$ cat config.mk
export PLATFORM = sky130hd
export DESIGN_NAME = qrs_search_scheduler
export DESIGN_NICKNAME = d
export VERILOG_FILES = /design/src/rtl/qrs_search_scheduler.sv
export SDC_FILE = /design/constraint.sdc
export NUM_CORES = 1
export LEC_CHECK = 0
export CORE_ASPECT_RATIO = 0.7
export CORE_MARGIN = 2
export CORE_UTILIZATION = 52
export CTS_BUF_LIST = sky130_fd_sc_hd__clkbuf_16
export CTS_CLUSTER_SIZE = 30
export DETAILED_ROUTE_END_ITERATION = 8
export GPL_ROUTABILITY_DRIVEN = 0
export PLACE_DENSITY = 0.78
export SLEW_MARGIN = 0
export SYNTH_ARGS = -nofsm -noshare
export SYNTH_HDL_FRONTEND = slang
export SYNTH_SLANG_ARGS = --single-unit
$ cat constraint.sdc
create_clock -name i_clk -period 4.6 [get_ports i_clk]
set_input_delay 0.46 -clock i_clk [delete_from_list [all_inputs] [get_ports i_clk]]
set_output_delay 0.46 -clock i_clk [all_outputs]
set_load 0.05 [all_outputs]
$ cat src/rtl/qrs_search_scheduler.sv
// QRS search-window scheduler: refractory blanking, RR-scaled search timeout and
// searchback request handshake around the R-peak detector FSM.
module qrs_search_scheduler #(
    parameter int unsigned CTR_WIDTH       = 24,
    parameter int unsigned DATA_WIDTH      = 11,
    parameter int unsigned REFRACT_SAMPLES = 50,
    parameter int unsigned DEFAULT_RR      = 200
) (
    input  logic                  i_clk,
    input  logic                  i_nrst,
    input  logic                  i_ce,
    input  logic [CTR_WIDTH-1:0]  i_ctr,
    input  logic                  i_alg_active,
    input  logic                  i_qrs_search_en,
    input  logic [DATA_WIDTH-1:0] i_rr_period,
    input  logic                  i_rr_period_updated,
    input  logic                  i_extremum_found,
    input  logic                  i_sb_ack,
    input  logic                  i_sb_hit,
    output logic                  o_window_open,
    output logic                  o_sb_req,
    output logic [CTR_WIDTH-1:0]  o_sb_start,
    output logic [CTR_WIDTH-1:0]  o_sb_end,
    output logic [7:0]            o_missed_cnt,
    output logic [1:0]            o_state
);

    localparam int unsigned RefrW = $clog2(REFRACT_SAMPLES + 1);
    localparam logic [RefrW-1:0]     RefrLoad = RefrW'(REFRACT_SAMPLES);
    localparam logic [CTR_WIDTH-1:0] RefrCtr  = CTR_WIDTH'(REFRACT_SAMPLES);

    typedef enum logic [1:0] {
        StIdle    = 2'd0,
        StSearch  = 2'd1,
        StRefract = 2'd2,
        StSbWait  = 2'd3
    } state_e;

    state_e                state_q, state_d;
    logic [DATA_WIDTH-1:0] rr_eff_q, rr_eff_d;
    logic [CTR_WIDTH-1:0]  win_start_q, win_start_d;
    logic [CTR_WIDTH-1:0]  last_peak_q, last_peak_d;
    logic [RefrW-1:0]      refr_cnt_q, refr_cnt_d;
    logic [CTR_WIDTH-1:0]  sb_start_q, sb_start_d;
    logic [CTR_WIDTH-1:0]  sb_end_q, sb_end_d;
    logic [7:0]            missed_q, missed_d;

    logic [CTR_WIDTH-1:0]  rr_ext;
    logic [CTR_WIDTH-1:0]  timeout;
    logic [CTR_WIDTH-1:0]  elapsed;

    // ~1.625 * RR; modular subtraction keeps elapsed correct across counter wrap
    assign rr_ext  = CTR_WIDTH'(rr_eff_q);
    assign timeout = rr_ext + (rr_ext >> 1) + (rr_ext >> 3);
    assign elapsed = i_ctr - win_start_q;

    always_comb begin
        state_d     = state_q;
        rr_eff_d    = rr_eff_q;
        win_start_d = win_start_q;
        last_peak_d = last_peak_q;
        refr_cnt_d  = refr_cnt_q;
        sb_start_d  = sb_start_q;
        sb_end_d    = sb_end_q;
        missed_d    = missed_q;

        if (i_rr_period_updated && (i_rr_period != '0)) begin
            rr_eff_d = i_rr_period;
        end

        if (!i_alg_active) begin
            state_d = StIdle;
        end else begin
            unique case (state_q)
                StIdle: begin
                    if (i_qrs_search_en) begin
                        win_start_d = i_ctr;
                        state_d     = StSearch;
                    end
                end
                StSearch: begin
                    if (i_extremum_found) begin
                        last_peak_d = i_ctr;
                        refr_cnt_d  = RefrLoad;
                        state_d     = StRefract;
                    end else if (i_ce && (elapsed >= timeout)) begin
                        sb_start_d = last_peak_q + RefrCtr;
                        sb_end_d   = i_ctr;
                        state_d    = StSbWait;
                    end
                end
                StRefract: begin
                    if (i_ce) begin
                        refr_cnt_d = refr_cnt_q - RefrW'(1);
                        if (refr_cnt_q == RefrW'(1)) begin
                            win_start_d = i_ctr + CTR_WIDTH'(1);
                            state_d     = StSearch;
                        end
                    end
                end
                StSbWait: begin
                    if (i_sb_ack) begin
                        if (i_sb_hit) begin
                            last_peak_d = i_ctr;
                            refr_cnt_d  = RefrLoad;
                            state_d     = StRefract;
                        end else begin
                            if (missed_q != 8'hFF) begin
                                missed_d = missed_q + 8'd1;
                            end
                            win_start_d = i_ctr;
                            state_d     = StSearch;
                        end
                    end
                end
                default: state_d = StIdle;
            endcase
        end
    end

    always_ff @(posedge i_clk or negedge i_nrst) begin
        if (!i_nrst) begin
            state_q     <= StIdle;
            rr_eff_q    <= DATA_WIDTH'(DEFAULT_RR);
            win_start_q <= '0;
            last_peak_q <= '0;
            refr_cnt_q  <= '0;
            sb_start_q  <= '0;
            sb_end_q    <= '0;
            missed_q    <= '0;
        end else begin
            state_q     <= state_d;
            rr_eff_q    <= rr_eff_d;
            win_start_q <= win_start_d;
            last_peak_q <= last_peak_d;
            refr_cnt_q  <= refr_cnt_d;
            sb_start_q  <= sb_start_d;
            sb_end_q    <= sb_end_d;
            missed_q    <= missed_d;
        end
    end

    assign o_window_open = (state_q == StSearch);
    assign o_sb_req      = (state_q == StSbWait);
    assign o_sb_start    = sb_start_q;
    assign o_sb_end      = sb_end_q;
    assign o_missed_cnt  = missed_q;
    assign o_state       = state_q;

endmodule

Yosys cells after proc, flatten, opt, wreduce, memory -nomap -nowiden
Cells that the tools add are included.
Cells by class
  $add $sub $neg: 7
  order comparisons: 1
  equality and inequality tests: 17
  multiplexer cells: 24
  bitwise operators: 2
  reduce and logical (&&, ||, !) cells: 13
Operators by type and width (number)
  24-bit 2-to-1 mux: 8
  24-bit one-hot mux with 3 select lines: 1
  24-bit one-hot mux with 2 select lines: 1
  24-bit by 1-bit adder with 24-bit output, second input constant: 1
  24-bit by 6-bit adder with 24-bit output, second input constant: 1
  24-bit by 13-bit greater-or-equal comparator with 1-bit output: 1
  6-bit 2-to-1 mux: 4
  24-bit subtractor: 1
  6-bit one-hot mux with 3 select lines: 1
  2-bit 2-to-1 mux: 8
  5-bit AND reduction: 3
  2-bit != test, second input constant: 7
  12-bit by 8-bit adder with 13-bit output: 1
  11-bit by 10-bit adder with 12-bit output: 1
  3-bit != test, second input constant: 4
  11-bit nonzero test: 1
  8-bit by 1-bit adder with 8-bit output, second input constant: 1
  8-bit != test, second input constant: 1
  2-bit one-hot mux with 4 select lines: 1
  7-bit AND reduction: 1
  6-bit by 1-bit == test with 1-bit output, second input constant: 1
  6-bit AND reduction: 1
  3-bit nonzero test: 2
  6-bit by 1-bit subtractor with 6-bit output, second input constant: 1
  other kinds (8): 11
Storage, ports and cells
  bits in registers: 123
  output and inout bits: 60
  logic and storage cells: 72

Longest topological paths before layout
  word-level depth: 8
  depth in mapped cells: 24
  mapped depth without buffers: 21

Worst setup path before layout
Ideal clock, no wire load.
  path type: register -> register
  start: reg rr_eff_q[1]
  end: reg sb_end_q[10], in the netlist o_sb_end[10]
  setup time: 0.127 ns
  arrival: 4.527 ns
  setup slack: -0.054 ns
  cell stages (with the launch flop): 24
  period minus slack after synthesis: 4.654 ns
  path through: dfrtp_1 > inv_1 > fa_1 > inv_1 > ha_1 > fa_1 > a21o_1 > a21oi_1 > o21bai_1 > a21oi_1 > o21bai_1 > a21oi_1 > nor2_1 > a211oi_1 > ha_1 > and4_1 > a222oi_1 > o2111a_1 > o2111ai_1 > and4bb_1 > buf_4 > and3_4 > buf_2 > o21ai_1
On the way
  longest elaborated chain between the ends: 5
RTL lines
  start, declared: RTL line 40  | logic [DATA_WIDTH-1:0] rr_eff_q, rr_eff_d;
  start signal, assigned: RTL line 124  | rr_eff_q <= DATA_WIDTH'(DEFAULT_RR);
  start signal, assigned: RTL line 133  | rr_eff_q <= rr_eff_d;
  11-bit by 10-bit adder with 12-bit output: RTL line 54  | assign timeout = rr_ext + (rr_ext >> 1) + (rr_ext >> 3);
  12-bit by 8-bit adder with 13-bit output: RTL line 54
  24-bit by 13-bit greater-or-equal comparator with 1-bit output: RTL line 86  | end else if (i_ce && (elapsed >= timeout)) begin
  1-bit logical AND: RTL line 86
  4-bit AND reduction (no line)
  end signal, assigned: RTL line 138  | sb_end_q <= sb_end_d;
  end, declared: RTL line 45  | logic [CTR_WIDTH-1:0] sb_end_q, sb_end_d;
Every way passes these cells.
A chain may end at the register's enable or synchronous reset.

Worst setup path in the final report
  start: reg rr_eff_q[1]
  end: reg sb_start_q[15], in the netlist o_sb_start[15]
On the way
  longest elaborated chain between the ends: 5
RTL lines
  11-bit by 10-bit adder with 12-bit output: RTL line 54
  12-bit by 8-bit adder with 13-bit output: RTL line 54
  24-bit by 13-bit greater-or-equal comparator with 1-bit output: RTL line 86
  1-bit logical AND: RTL line 86
  4-bit AND reduction (no line)
  end signal, assigned: RTL line 137  | sb_start_q <= sb_start_d;
  end, declared: RTL line 44  | logic [CTR_WIDTH-1:0] sb_start_q, sb_start_d;
Every way passes these cells.

==> Flow_metrics.wiki <==
{| class="wikitable"
! Metric !! Value
|-
| Cell Area, Placed || ~11000 sq um
|-
| Initial cell density of the core || between 50% and 60%
|-
| Share of async-settable or async-resettable flops after synthesis || 100%
|-
| Post-route standard cell area excluding fillers || 11700 sq um
|-
| Portion of total power attributed to combinational logic || between 60% and 70%
|-
| Highest-count cells in the layout ignoring fill and taps || sky130_fd_sc_hd__dfrtp_1 (120), sky130_fd_sc_hd__clkdlybuf4s50_1 (101), sky130_fd_sc_hd__nor2_1 (83), sky130_fd_sc_hd__a21oi_1 (73), sky130_fd_sc_hd__nand2_1 (64)
|-
| Power density over cell area || about 740 nW/um^2
|-
| Max Fclk || 204 MHz
|-
| Clock Root Buffer || sky130_fd_sc_hd__clkbuf_16
|-
| Clock-pin slew reported for the worst setup and hold paths after clock tree synthesis || roughly 60 ps
|-
| Share of final-layout standard cells stronger than drive strength 1 || approximately a fifth
|-
| Via count of the first global-routing pass || 8220
|-
| Register area share after synthesis || 33.8%
|-
| Sw Pwr || approximately 0.0042 W
|-
| Total overflow reported by the global router || 0
|-
| Status || finished, violations left
|-
| Mapped cell area || around 9100 sq um
|-
| Area contributors post-synth || sky130_fd_sc_hd__dfrtp_1 (33%), sky130_fd_sc_hd__ha_1 (7.8%), sky130_fd_sc_hd__a21oi_1 (4.3%)
|-
| PnR Total Power || 0.00868 W
|-
| Worst Hold Class || in2async
|-
| Pre-Repair DR Iteration Count || 5
|-
| Slowest cell delay on critical path || approximately 530 ps
|-
| Number of top-level pins || 104
|-
| Max-cap viol count || 0
|-
| Maximum clock skew at final layout || approximately 9.9 ps
|-
| Largest delay contributor family on the critical path || compound AO/OA/AOI/OAI gates
|-
| Unrepaired setup endpoints after global routing || true
|-
| Share of the clock period used by the worst path after layout || 106%
|-
| # setup viols final || 50
|-
| Clock insertion delay at the later pin of the skew report || roughly 420 ps
|-
| Setup WS post-layout || -294 ps
|-
| Minimum period implied by the final worst setup slack || between 4000 and 5000 ps
|-
| Slew of the pin with the lowest slew margin || between 1000 and 1500 ps
|-
| Die area || roughly 19000 sq um
|-
| Worst path arrival time || between 5000 and 6000 ps
|-
| GRT Overall Usage || between 20% and 30%
|-
| CTS Sinks || around 120
|-
| TritonCTS clock tree || yes
|-
| Total of buffers placed on input and output ports || around 100
|-
| Placeable Area || between 15000 and 20000 sq um
|-
| Share of power burned in the clock network || 15.9%
|-
| Dominant register cell in the synthesized netlist || sky130_fd_sc_hd__dfrtp_1
|-
| Average size of a mapped cell || a little under 9 sq um
|-
| Detailed-placement wirelength estimate || between 15 and 20 mm
|-
| Antenna violation net count after detailed routing || 0
|-
| Core Rows || 40
|-
| Hold Slack || 167 ps
|-
| Largest area contributor in the synthesized netlist || sky130_fd_sc_hd__dfrtp_1
|-
| Most frequent standard cell in the layout excluding fill and tap cells || sky130_fd_sc_hd__dfrtp_1
|-
| Mean number of vias per cell || 6.11
|-
| Maximum number of pins on one net before global-route repair || around 80
|-
| Seq pwr share || roughly 23%
|-
| Buf+Inv Stages, Crit Path || 6
|-
| Wire length reported by the detailed router || 26.1 mm
|-
| Post-synth EDFFs || 0
|-
| CP required || 4930 ps
|-
| Post-synth net total || about 1100
|-
| Maximum level of the CTS H-tree || 4
|-
| Post-synthesis register bit count || between 100 and 150
|-
| Post-Layout Cell Count || about 1400
|-
| Initial antenna violation count || 0
|-
| Worst IR Drop VDD || approximately 570 uV
|-
| Height of the chip || around 110 um
|-
| Final-stage net count || around 1300
|-
| Master of the slowest instance on the critical path || sky130_fd_sc_hd__fa_1
|-
| DRC viols || 0
|-
| Per-cell routed wire length || 18.7 um
|-
| Nature of the critical path startpoint || register
|-
| Number of fill cells in the layout || 1297
|-
| Critical path start-end classification || reg2reg
|-
| Crit. End Element || register
|-
| Number of instances in the synthesized netlist || roughly 1000
|-
| Placed cells || between 1000 and 1500
|-
| Library cell appearing most often on the critical path || sky130_fd_sc_hd__a21oi_2
|-
| Deepest clock path buffer count || 2
|-
| Max-slew headroom || a little over an eighth
|-
| CTS Buf Count || 17
|-
| Chip width || between 150 and 200 um
|-
| Total via count after detailed routing || ~8500
|-
| Distinct cell type count of the synthesized netlist || between 70 and 80
|-
| Final Slew Violations || 0
|-
| Number of DRC markers after the initial detailed-route iteration || 849
|-
| Violations in the final reports || setup timing
|-
| Number of warnings reported in the yosys synthesis log || 0
|-
| First-pass GRT wire length || 41.6 mm
|-
| Static Leak || 4.84 nW
|-
| Top-area cell type share of the netlist area || between 30% and 40%
|-
| Count of antenna diodes in the layout || 0
|-
| Layout overhead on the synthesized area || 28.4%
|-
| Worst-path maximum fanout || 6
|-
| Net switching fraction of the power || between 40% and 50%
|-
| Internal power || roughly 0.0045 W
|-
| Count of final hold-check violations || 0
|}
==> repair_timing <==
action | 4_1_cts | 5_1_grt
gates cloned | 1 | 2
hold buffers | 0 | 0
setup buffers | 10 | 3
endpoints found under the setup margin | 50 | 50
gates resized for setup | 22 | 48
pin swaps | 11 | 37
==> logic make-up (layout without fill, tap and decap cells) <==
family                   count (synthesis)  in the layout  synth area share [%]
multiplexers                            38             38                  4.61
buffers and inverters                  124            265                  6.23
flip-flops                             123            123                  33.8
AND/OR/NAND/NOR                        283            283                  15.2
adder cells (fa/ha/maj)                 67             67                  10.0
AO/OA/AOI/OAI                          315            315                  23.3
XOR/XNOR                                71             71                  6.82
==> power groups by stage <==
stage,sequential [W],clock [W],combinational (W)
after floorplan,0.00266,0,0.00278
after global placement,0.00194,0,0.00483
after detailed placement,0.00196,0,0.00492
after CTS,0.00195,0.00139,0.00503
after global routing,0.00204,0.00144,0.00575
final,0.00199,0.00138,0.00532
==> layout make-up <==
type / instances / area (sq um) / area share (%)
Clock buffer: 17 / 425 / 3.63
Clock inverter: 15 / 174 / 1.49
Inverter: 59 / 221 / 1.89
Multi-Input combinational cell: 774 / 5820 / 49.7
Sequential cell: 123 / 3080 / 26.3
Tap cell: 231 / 289 / 2.47
Timing Repair Buffer: 174 / 1700 / 14.5
==> worst paths after layout <==
kind                       slack [ps]               to            start  cells after the start
hold reg to reg                   490  o_missed_cnt[6]  o_missed_cnt[6]                      1
min in group i_clk                490  o_missed_cnt[6]  o_missed_cnt[6]                      1
max in group asynchronous        3380      rr_eff_q[6]           i_nrst                      2
hold / removal                    170   o_sb_start[19]           i_nrst                      1
setup / recovery                 -290   o_sb_start[15]      rr_eff_q[1]                     25
setup reg to reg                 -290   o_sb_start[15]      rr_eff_q[1]                     25
==> through the flow <==
step / setup TNS (ps) / setup WS (ps) / utilization [%]
after global routing: -18300 / -436 / 68.2
final: -10350 / -294 / 68.2
after floorplan: 0 / 5.31 / -
after detailed placement: -20570 / -433 / 61.6
after global placement: -11540 / -243 / 61.6
after CTS: -13630 / -300 / 66.3
==> sequential cells by signal, summed over array words and instances, names as in the netlist <==
name and count:
rr_eff_q 11, o_sb_end 24, last_peak_q 24, o_missed_cnt 8, refr_cnt_q 6, o_sb_start 24, o_state 2, win_start_q 24
==> routing by layer <==
layer  vias up  share of wire [%]  wire length, um  track usage [%]
met5         -                  0                0                0
li1       3981                  -                -                -
met2       367                 45            11700             42.6
met1      4123                 45            11800             40.1
met3        47                7.8             2050             6.60
met4         0                2.0              524             8.55
==> synth_stat cells, types with 13 or more instances <==
library cell,instances
sky130_fd_sc_hd__o21ai_1,31
sky130_fd_sc_hd__nor3_1,14
sky130_fd_sc_hd__a21oi_1,78
sky130_fd_sc_hd__a21boi_0,29
sky130_fd_sc_hd__clkbuf_1,34
sky130_fd_sc_hd__mux2_2,32
sky130_fd_sc_hd__a31o_2,16
sky130_fd_sc_hd__xnor2_1,41
sky130_fd_sc_hd__xor2_1,30
sky130_fd_sc_hd__nand2_1,64
sky130_fd_sc_hd__a41oi_1,30
sky130_fd_sc_hd__nand3_1,52
sky130_fd_sc_hd__nand4_1,13
sky130_fd_sc_hd__and3_1,14
sky130_fd_sc_hd__nor2_1,84
sky130_fd_sc_hd__ha_1,57
sky130_fd_sc_hd__a31oi_1,25
sky130_fd_sc_hd__buf_2,18
sky130_fd_sc_hd__dfrtp_1,120
sky130_fd_sc_hd__inv_1,59
sky130_fd_sc_hd__o21ai_0,33
No activity file was read; power rests on OpenSTA's default activity.
==> RTL edit: new RTL, same flow settings <==
Register the output `o_missed_cnt` once more, cleared by the reset; this adds one clock of latency there. The other outputs are not delayed to match.
--- a/src/rtl/qrs_search_scheduler.sv
+++ b/src/rtl/qrs_search_scheduler.sv
@@ -146,3 +146,9 @@
     assign o_sb_end      = sb_end_q;
-    assign o_missed_cnt  = missed_q;
+    always_ff @(posedge i_clk or negedge i_nrst) begin
+        if (!i_nrst) begin
+            o_missed_cnt <= '0;
+        end else begin
+            o_missed_cnt <= missed_q;
+        end
+    end
     assign o_state       = state_q;
Behaviour: not the same (Yosys sat finds a counterexample within 4 cycles, from zero or initial values and one cycle with i_nrst low).
==> RTL edit against the original RTL <==
The run still ends with setup timing left. Sequential cell count rose by 8. Total power fell by 12%. Wire length fell by 27%. Design area fell by 9.0%. Via count fell by 23%. Combinational power fell by 19%. Synthesized area fell by 11%. Worst setup slack got worse by 0.36 ns. Critical endpoint is now o_sb_end[10]. Largest power group unchanged. Highest routed layer unchanged.
==> RTL edit: results (changes against the original RTL) <==
place_hpwl_mm: 13.6  # was 17.7 mm
grt_start_max_net_pins: 69  # was 79
vias: 6527  # was 8,518
slew_headroom: 0.233  # was 0.137
finClkSkew_ns: 0.0136  # was 0.00993 ns
swShare: 0.435  # was 0.480
totalWireLength_mm: 19.2  # was 26.1 mm
powerComb_mw: 4.31  # was 5.32 mW
violations: "setup timing"  # unchanged
cts_setup_buffers: 8  # was 10
place_ws_ns: -0.538  # was -0.433 ns
ir_drop_mv: 0.542  # was 0.574 mV
synth_xor_xnor_area_share: 0.0766  # was 0.0682
max_stage_delay_ns: 0.58  # was 0.53 ns
multi_input_area_sq_um: 4590  # was 5820 sq um
drive_above_1_share: 0.219  # was 0.196
grt_pass1_vias: 6255  # was 8,220
synth_common_cells: "dfrtp_1 (128), nand2_1 (74), mux2_2 (60)"  # was dfrtp_1 (120), nor2_1 (84), a21oi_1 (78)
portBuffers: 103  # unchanged
synthTopCellsByArea: "dfrtp_1 (39%), ha_1 (8.8%), mux2_2 (8.3%)"  # was dfrtp_1 (33%), ha_1 (7.8%), a21oi_1 (4.3%)
cp_top_family: "buffers and inverters"  # was compound AO/OA/AOI/OAI gates
avgSynthCellArea_sq_um: 10.3  # was 8.93 sq um
dpl_cell_area_sq_um: 9820  # was 10,600 sq um
fin_ws_ns: -0.651  # was -0.294 ns
finalSetupTns_ns: -30.62  # was -10.35 ns
grt.met3_usage: 0.0465  # was 0.0660
viasPerCell: 5.50  # was 6.11
drt-met1-wl_mm: 9.26  # was 11.8 mm
outcome: "finished, violations left"  # unchanged
syn_nets: 900  # was 1,132
total_power_mw: 7.62  # was 8.68 mW
buffers: 185  # was 174
cp_slowest_cell: "dfstp_2"  # was fa_1
grt_pass1_wl_mm: 30.6  # was 41.6 mm
crit_start: "rr_eff_q[3]"  # was rr_eff_q[1]
synth.area.mux_share: 0.126  # was 0.0461
first_iter_violations: 407  # was 849
synth_cell_types: 61  # was 72
finalSetupViolCount: 50  # unchanged
die_w_um: 153  # was 162 um
gr-usage-met2: 0.361  # was 0.426
synth-seq-area-share: 0.404  # was 0.338
final-nonclk-buf-share: 0.164  # was 0.145
nMultiInputCombCells: 587  # was 774
seq_area_frac: 0.308  # was 0.263
dr_wl_met2_mm: 8.83  # was 11.7 mm
cp.arrival_ns: 5.54  # was 5.23 ns
path_max_fanout: 8  # was 6
cts-resized-gates: 7  # was 22
n_fill_cell: 1162  # was 1,297
==> RTL edit: changes by cell type after synthesis, sizes merged, moves of 10 or more <==
| cell | before | now |
|---|---|---|
| mux2 | 32 | 79 |
| nor2 | 84 | 42 |
| a21oi | 82 | 48 |
| a21boi | 29 | 0 |
| a41oi | 30 | 1 |
| nand3 | 53 | 26 |
| buf | 30 | 5 |
| o21ai | 64 | 40 |
| a31oi | 25 | 3 |
| clkbuf | 35 | 15 |
| a31o | 19 | 2 |
| nand2 | 64 | 74 |
==> RTL edit: worst min-delay path by stage <==
stage / slack (ns) / endpoint
after floorplan: 0.16 / last_peak_q[0]
after global placement: 0.41 / o_missed_cnt[1]
after detailed placement: 0.41 / o_missed_cnt[1]
after CTS: 0.19 / win_start_q[18]
after global routing: 0.23 / last_peak_q[21]
final: 0.16 / win_start_q[20]
